## src/rtl/lsu_mem_master.sv

```systemverilog
// lsu_mem_master: turns one MEM-stage load/store into one or two
// doubleword beats on the RAM data port, with extended load return.
module lsu_mem_master (
  input  logic        clk,
  input  logic        rst,
  input  logic        req_valid,
  output logic        req_ready,
  input  logic        req_we,
  input  logic [1:0]  req_size,
  input  logic        req_unsigned,
  input  logic [63:0] req_addr,
  input  logic [63:0] req_wdata,
  output logic        resp_valid,
  output logic [63:0] resp_rdata,
  output logic        mem_read,
  output logic        mem_write,
  output logic [63:0] write_mask,
  output logic [63:0] data_addr,
  output logic [63:0] write_data,
  input  logic [63:0] read_data
);

  typedef enum logic [1:0] {
    IDLE = 2'd0,
    ACC0 = 2'd1,
    ACC1 = 2'd2,
    RESP = 2'd3
  } state_e;

  state_e state_q, state_d;

  logic        we_q, we_d;
  logic [1:0]  size_q, size_d;
  logic        uns_q, uns_d;
  logic [63:0] addr_q, addr_d;
  logic [63:0] wdata_q, wdata_d;
  logic [63:0] lo_q, lo_d;
  logic [63:0] rdata_q, rdata_d;

  logic [2:0]   off;
  logic [3:0]   nb;
  logic         split;
  logic [5:0]   sh;
  logic [63:0]  base;
  logic [63:0]  bmask;
  logic [127:0] s_lanes;
  logic [127:0] m_lanes;
  logic [127:0] rd_pair;
  logic [63:0]  rd_shift;
  logic [63:0]  ext;
  logic         sx;

  // Lane geometry of the latched request.
  always_comb begin
    off   = addr_q[2:0];
    nb    = 4'd1 << size_q;
    split = ({1'b0, off} + nb) > 4'd8;
    sh    = {off, 3'b000};
    base  = {addr_q[63:3], 3'b000};
    bmask = 64'd0;
    unique case (size_q)
      2'd0: bmask = 64'h0000_0000_0000_00FF;
      2'd1: bmask = 64'h0000_0000_0000_FFFF;
      2'd2: bmask = 64'h0000_0000_FFFF_FFFF;
      2'd3: bmask = 64'hFFFF_FFFF_FFFF_FFFF;
    endcase
    s_lanes = {64'd0, wdata_q} << sh;
    m_lanes = {64'd0, bmask} << sh;
  end

  // Load extraction; hi is the live beat in ACC1, zero otherwise.
  always_comb begin
    rd_pair  = (state_q == ACC1) ? {read_data, lo_q}
                                 : {64'd0, read_data};
    rd_shift = 64'(rd_pair >> sh);
    sx       = ~uns_q;
    ext      = rd_shift;
    unique case (size_q)
      2'd0: ext = {{56{sx & rd_shift[7]}}, rd_shift[7:0]};
      2'd1: ext = {{48{sx & rd_shift[15]}}, rd_shift[15:0]};
      2'd2: ext = {{32{sx & rd_shift[31]}}, rd_shift[31:0]};
      2'd3: ext = rd_shift;
    endcase
  end

  always_ff @(posedge clk or posedge rst) begin
    if (rst) begin
      state_q <= IDLE;
      we_q    <= 1'b0;
      size_q  <= 2'd0;
      uns_q   <= 1'b0;
      addr_q  <= 64'd0;
      wdata_q <= 64'd0;
      lo_q    <= 64'd0;
      rdata_q <= 64'd0;
    end else begin
      state_q <= state_d;
      we_q    <= we_d;
      size_q  <= size_d;
      uns_q   <= uns_d;
      addr_q  <= addr_d;
      wdata_q <= wdata_d;
      lo_q    <= lo_d;
      rdata_q <= rdata_d;
    end
  end

  always_comb begin
    state_d = state_q;
    we_d    = we_q;
    size_d  = size_q;
    uns_d   = uns_q;
    addr_d  = addr_q;
    wdata_d = wdata_q;
    lo_d    = lo_q;
    rdata_d = rdata_q;
    unique case (state_q)
      IDLE: begin
        if (req_valid) begin
          state_d = ACC0;
          we_d    = req_we;
          size_d  = req_size;
          uns_d   = req_unsigned;
          addr_d  = req_addr;
          wdata_d = req_wdata;
        end
      end
      ACC0: begin
        lo_d = read_data;
        if (split) begin
          state_d = ACC1;
        end else begin
          state_d = RESP;
          rdata_d = we_q ? 64'd0 : ext;
        end
      end
      ACC1: begin
        state_d = RESP;
        rdata_d = we_q ? 64'd0 : ext;
      end
      RESP: state_d = IDLE;
    endcase
  end

  always_comb begin
    req_ready  = (state_q == IDLE);
    resp_valid = (state_q == RESP);
    resp_rdata = rdata_q;
    mem_read   = 1'b0;
    mem_write  = 1'b0;
    write_mask = 64'd0;
    data_addr  = 64'd0;
    write_data = 64'd0;
    unique case (state_q)
      ACC0: begin
        data_addr = base;
        mem_read  = ~we_q;
        mem_write = we_q;
        if (we_q) begin
          write_mask = m_lanes[63:0];
          write_data = s_lanes[63:0];
        end
      end
      ACC1: begin
        data_addr = base + 64'd8;
        mem_read  = ~we_q;
        mem_write = we_q;
        if (we_q) begin
          write_mask = m_lanes[127:64];
          write_data = s_lanes[127:64];
        end
      end
      default: ;
    endcase
  end

endmodule

```

## config.mk

```make
export PLATFORM = sky130hd
export DESIGN_NAME = lsu_mem_master
export DESIGN_NICKNAME = d
export VERILOG_FILES = /design/src/rtl/lsu_mem_master.sv
export SDC_FILE = /design/constraint.sdc
export NUM_CORES = 1
export LEC_CHECK = 0
export ABC_CLOCK_PERIOD_IN_PS = 7550
export BUFFER_PORTS_ARGS = -buffer_cell sky130_fd_sc_hd__buf_2
export CORE_ASPECT_RATIO = 1.4
export CORE_UTILIZATION = 50
export DETAILED_ROUTE_END_ITERATION = 10
export PLACE_DENSITY = 0.82
export SLEW_MARGIN = 20
export SYNTH_ARGS = -nofsm -noshare
export SYNTH_HDL_FRONTEND = slang
export SYNTH_SLANG_ARGS = --single-unit
```

## constraint.sdc

```tcl
create_clock -name clk -period 7.55 [get_ports clk]
set_input_delay 0.3775 -clock clk [delete_from_list [all_inputs] [get_ports clk]]
set_output_delay 0.3775 -clock clk [all_outputs]
set_load 0.1 [all_outputs]
```

==> flow_summary_export.csv, run 1 <==
group,metric,value,unit
critical_path,r2r_end,"resp_rdata[44]",
min_path,hold_end,"addr_q[15]",
global_route,grt_pass1_vias,17070,
timing,period_share,0.6723,
critical_path,path_cells,"buf_4 > inv_2 > buf_4 > nor2_2 > nand2_1 > nor2_1 > a21oi_1 > nor2_1 > buf_2",
critical_path,crit_fanout,74,
floorplan,io_pins,459,
synth,yosys_warnings,0,
final_layout,fin_nets,2575,
route,post_drt_wl_per_cell,22.73,um
min_path,holdPathStages,2,
timing,fmax,0.1970,GHz
final_layout,fillCellCount,3224,
timing,finalHoldViolations,0,
synth,netlist_area,19050,um2
timing,setup_ws,2.474,ns
placement,dp_hpwl,47.14,mm
route,wl,65.16,mm
critical_path,cp-start-kind,"register",
synth,ys_seq_elements,262,
route,ant_nets,0,
final_layout,mostFrequentLayoutCell,"buf_2",
critical_path,cpPeakStageDelay,0.90,ns
synth,synth_edf_count,0,
synth,ys_types,67,
global_route,grt_antenna_before_repair,13,
route,dr.first_iter.drc_count,1994,
route,routed_via_density,6.287,
timing,hold_slack,0.01967,ns
critical_path,r2r_slack,3.06,ns
synth,postSynthCellCount,2102,
clock_tree,clk_pin_slew_worst_paths,0.07,ns
global_route,grt_usage,0.3246,
critical_path,required,7.17,ns
critical_path,cp_top_family,"buffers and inverters",
clock_tree,cts_root_buffer,"clkbuf_16",
floorplan,die_w,167.0,um
timing,finalCriticalPeriod,5.076,ns
flow_run,cap_violations,0,
floorplan,coreArea,37520,um2
timing,slew_headroom,0.2867,
global_route,grt_start_max_net_pins,177,
final_layout,regArea,6565,um2
placement,preCtsSetupSlack,3.156,ns
final_layout,multiInputGateArea,11250,um2
synth,synth-seq-area-share,0.3442,
clock_tree,cts_inserted_buffers,29,
timing,rsz0062_at_grt,"false",
synth,syn_area_per_cell,9.062,um2
clock_tree,insertion_delay,0.58,ns
route,via_count,18020,
placement,place_congestion,0.9476,
timing,setup_tns,0,ns
synth,async_reset_ff_frac,1.000,
clock_tree,htree_num_levels,1,
final_layout,drive_above_1_share,0.3455,
timing,skew,0.02695,ns
min_path,hp-start,"req_addr[15]",
min_path,hold_path_class,"input port to register",
clock_tree,clock_sinks,262,
placement,port_buffers,455,
floorplan,start_util,0.5077,
critical_path,worstSetupEndpointType,"output port",
route,drc,0,
synth,synth_flop_cell,"dfrtp_1",
floorplan,die_h,232.9,um
clock_tree,cts_buffer_depth,3,
critical_path,critical_path_class,"register to output port",
critical_path,cpMaxStageDelayCell,"dfrtp_2",
status,status,"complete, no violations",
timing,worstMarginPinSlew,1.070,ns
timing,drv_slew,0,
global_route,overflow,0,
clock_tree,cts_tree,"yes",
critical_path,cp.arrival,4.70,ns
critical_path,timing.rr.start,"size_q[1]",
final_layout,syn_to_final_growth,15.23,%
final_layout,layout_common_cells,"buf_2 (457), dfrtp_1 (259), nand2_1 (242)",
global_route,grt_pass1_wl,98.90,mm
route,drt-pass1-iter-count,6,
critical_path,crit_buf_inv,4,
floorplan,die_area,38890,um2
floorplan,row_count,84,
timing,setup_viol,0,
critical_path,rr_worst_depth,12,
layer usage:
| metal | GRT usage | vias to the layer above | wire length (um) |
|---|---|---|---|
| li1 | - | 8122 | - |
| met1 | 0.4114 | 8696 | 25240 |
| met2 | 0.5199 | 980 | 30510 |
| met3 | 0.06787 | 208 | 5912 |
| met4 | 0.1742 | 12 | 3417 |
| met5 | 0 | - | 77 |
worst reg2reg max path: stages, from the launching register on:
cell and delay, ns:
dfrtp_1 0.95, or2_2 0.29, inv_1 0.20, ha_1 0.28, fa_1 0.38, xor2_1 0.18, nor3_1 0.09, o41ai_2 0.30
buf_4 0.58, nor2_1 0.34, o21ai_2 0.12, buf_4 0.41, o21ai_0 0.20
cells in the mapped netlist, drive strengths merged (10+ instances only):
cell      n  area [um2]
xor2     10       87.58
and2     31       193.9
buf     132       802.0
nand2   244       915.9
nor3     18       90.09
dfrtp   262        6556
and3     31       193.9
inv      15       56.30
a21oi   174       870.8
mux2i   117        1171
nor2b    49       306.5
nand3    40       210.2
nor2    149       559.3
clkbuf  116       442.9
o22ai    41       256.5
a22oi    55       412.9
a211oi   20       150.1
and4     10       87.58
o21ai   168       844.6
a31oi    17       106.4
mux4     46        1036
nand4    23       158.9
a22o     13       113.9
mux2    218        2455
cell type report:
type                       count  share of cell area
clock buffer                  38             0.03597
multi-input combinational   1578              0.5127
sequential                   262              0.2991
antenna                        8           0.0009121
clock inverter                12            0.008950
timing repair buffer         479              0.1124
tap                          473             0.02696
inverter                      16            0.003021
repair_timing:
action	4_1_cts	5_1_grt
buffers inserted	0	0
endpoints found under the hold margin	30	0
resized for setup	0	0
hold buffers	1	0
sequential cells by signal, summed over array words and instances, names as in the netlist:
register and cells:
lo_q 64, size_q 2, state_q 2, wdata_q 64, resp_rdata 64, addr_q 64, we_q 1, uns_q 1
worst max-delay path by stage:
| stage | from | to | slack, ns | depth (start not counted) |
|---|---|---|---|---|
| 2_1_floorplan | state_q[0] | write_mask[1] | 1.86 | 11 |
| 3_3_place_gp | addr_q[2] | write_mask[37] | 3.26 | 9 |
| 3_5_place_dp | size_q[1] | resp_rdata[34] | 3.16 | 12 |
| 4_1_cts | addr_q[2] | write_mask[38] | 2.57 | 9 |
| 5_1_grt | addr_q[2] | write_mask[33] | 2.20 | 9 |
| 6_report | addr_q[2] | write_mask[38] | 2.47 | 9 |
metrics by stage:
step | util | cell area (um2) | cells
after floorplan | - | 19060 | 2104
after CTS | 0.5843 | 21920 | 2857
after global placement | 0.5576 | 20920 | 2805
after detailed placement | 0.5578 | 20930 | 2806
final | 0.5850 | 21950 | 2866
after global routing | 0.5848 | 21940 | 2864
cell families (layout without fill, tap and decap cells):
kind of cell	Yosys count	after routing	synth area share
mux	381	381	0.2447
xor+xnor	18	18	0.008276
compound gates	542	542	0.1693
simple gates	624	624	0.1578
flops	262	262	0.3442
buf+inv	264	545	0.06851
fa+ha+maj	10	10	0.006963
other cells	1	11	0.0001969
Power of run 1 is left out: the tool's default activity adds up to more than one toggle a clock period on the data nets, which glitch-free logic cannot reach.
==> run 2: changes to the inputs <==
--- a/config.mk
+++ b/config.mk
@@ -5,12 +5,12 @@
 export SDC_FILE = /design/constraint.sdc
 export NUM_CORES = 1
 export LEC_CHECK = 0
-export ABC_CLOCK_PERIOD_IN_PS = 7550
+export ABC_CLOCK_PERIOD_IN_PS = 4800
 export BUFFER_PORTS_ARGS = -buffer_cell sky130_fd_sc_hd__buf_2
 export CORE_ASPECT_RATIO = 1.4
-export CORE_UTILIZATION = 50
+export CORE_UTILIZATION = 55
 export DETAILED_ROUTE_END_ITERATION = 10
-export PLACE_DENSITY = 0.82
+export PLACE_DENSITY = 0.86
 export SLEW_MARGIN = 20
 export SYNTH_ARGS = -nofsm -noshare
 export SYNTH_HDL_FRONTEND = slang
==> constraint.sdc (replaced) <==
create_clock -name clk -period 4.8 [get_ports clk]
set_input_delay 0.24 -clock clk [delete_from_list [all_inputs] [get_ports clk]]
set_output_delay 0.24 -clock clk [all_outputs]
set_load 0.1 [all_outputs]
==> flow_summary_export.csv, run 2 (synthesized netlist as in run 1, its figures left out) <==
group,metric,value,unit
clock_tree,cts_inserted_buffers,28,
floorplan,start_util,0.5581,
clock_tree,htree_num_levels,1,
timing,skew,0.03592,ns
floorplan,die_h,222.2,um
global_route,grt_antenna_before_repair,9,
final_layout,syn_to_final_growth,25.55,%
global_route,overflow,0,
floorplan,coreArea,34130,um2
critical_path,required,4.56,ns
min_path,hold_path_class,"input port to register",
critical_path,crit_buf_inv,3,
flow_run,cap_violations,0,
timing,drv_slew,0,
final_layout,fin_nets,2772,
route,wl,72.64,mm
route,wl_met3,6.333,mm
final_layout,finalInstanceArea,23910,um2
clock_tree,cts_tree,"yes",
critical_path,path_cells,"inv_1 > ha_1 > and2_1 > buf_4 > nand2_1 > a221oi_2 > buf_2",
timing,fmax,0.2274,GHz
route,drt-pass1-iter-count,6,
clock_tree,post_cts_resized,0,
timing,slew_headroom,0.2525,
floorplan,io_pins,459,
timing,setup_tns,0,ns
timing,finalHoldViolations,0,
route,drc,0,
timing,finalCriticalPeriod,4.398,ns
final_layout,fillCellCount,2481,
final_layout,drive_above_1_share,0.3229,
global_route,grt_pass1_wl,110.6,mm
clock_tree,insertion_delay,0.59,ns
clock_tree,cts_buffer_depth,3,
critical_path,cpMaxStageDelayCell,"ha_1",
critical_path,rr_worst_depth,10,
route,routed_via_density,6.595,
clock_tree,clock_sinks,262,
final_layout,mostFrequentLayoutCell,"buf_2",
floorplan,die_area,35390,um2
critical_path,cp.arrival,4.16,ns
clock_tree,clk_pin_slew_worst_paths,0.07,ns
floorplan,row_count,80,
global_route,grt_usage,0.3997,
global_route,grt_start_max_net_pins,138,
timing,worstMarginPinSlew,1.119,ns
timing,hold_slack,0.03345,ns
floorplan,die_w,159.3,um
critical_path,worstSetupEndpointType,"output port",
status,status,"complete, no violations",
route,ant_nets,0,
route,via_count,20040,
placement,port_buffers,455,
critical_path,cpPeakStageDelay,0.78,ns
final_layout,layout_common_cells,"buf_2 (455), dfrtp_1 (259), nand2_1 (242)",
min_path,holdPathStages,2,
critical_path,cp_top_family,"buffers and inverters",
route,highest_layer,"met5",
clock_tree,cts_root_buffer,"clkbuf_16",
critical_path,crit_fanout,35,
placement,dp_hpwl,46.44,mm
route,dr_wl_met2,34.57,mm
placement,placed_area,21010,um2
route,met1_length,24.86,mm
timing,period_share,0.9163,
route,dr.first_iter.drc_count,2175,
timing,setup_viol,0,
critical_path,path_depth,7,
timing,rsz0062_at_grt,"false",
critical_path,cp-start-kind,"register",
placement,place_congestion,0.9730,
global_route,grt_pass1_vias,19640,
route,post_drt_wl_per_cell,23.90,um
critical_path,critical_path_class,"register to output port",
## run 2: metal layers
metal,GRT usage,vias up
met5,0,-
met4,0.3254,2
met3,0.06795,476
met2,0.6627,1560
met1,0.4547,9501
li1,-,8504
## run 2: path summary, 6_finish.rpt
check                            endpoint  slack (ns)     startpoint
max reg2reg                resp_rdata[35]        1.04      size_q[0]
max in group asynchronous        lo_q[62]        3.44            rst
min reg2reg                 resp_rdata[1]        0.48  resp_rdata[1]
max                        write_mask[57]        0.40     state_q[0]
min in group asynchronous     wdata_q[21]        0.21            rst
min                              lo_q[39]        0.03  read_data[39]
## run 2: metrics by stage
step | instances | setup slack [ns] | util
2_1_floorplan | 2104 | 0.3438 | -
3_3_place_gp | 2791 | 1.212 | 0.6154
3_5_place_dp | 2791 | 1.104 | 0.6154
4_1_cts | 3030 | 0.5002 | 0.6995
5_1_grt | 3038 | 0.2976 | 0.7006
6_report | 3039 | 0.4017 | 0.7006
## run 2: worst register-to-register path, cell delays in order (launching register included)
cell	delay, ns
dfrtp_1	0.55
or2_2	0.42
inv_1	0.30
ha_1	0.27
fa_1	0.43
nor3_1	0.28
o41ai_2	0.14
nor2_1	0.60
o21ai_2	0.10
buf_4	0.31
o21ai_0	0.28
## run 2: area by class of cell
cell class              count  area (um2)  area share
inverters                  16       66.31    0.002773
clock inverters             9       127.6    0.005337
multi-input cells        1578       11260      0.4710
clock buffers              38       819.5     0.03427
well taps                 451       564.3     0.02360
flip-flops and latches    262        6565      0.2745
diodes                      8       20.02   0.0008371
repair buffers            677        4487      0.1876
## run 2: timing repair
action / CTS / global route
hold endpoints to repair: 232 / 0
buffers inserted: 0 / 0
hold buffers: 192 / 0
Power of run 2 is left out for the same reason.
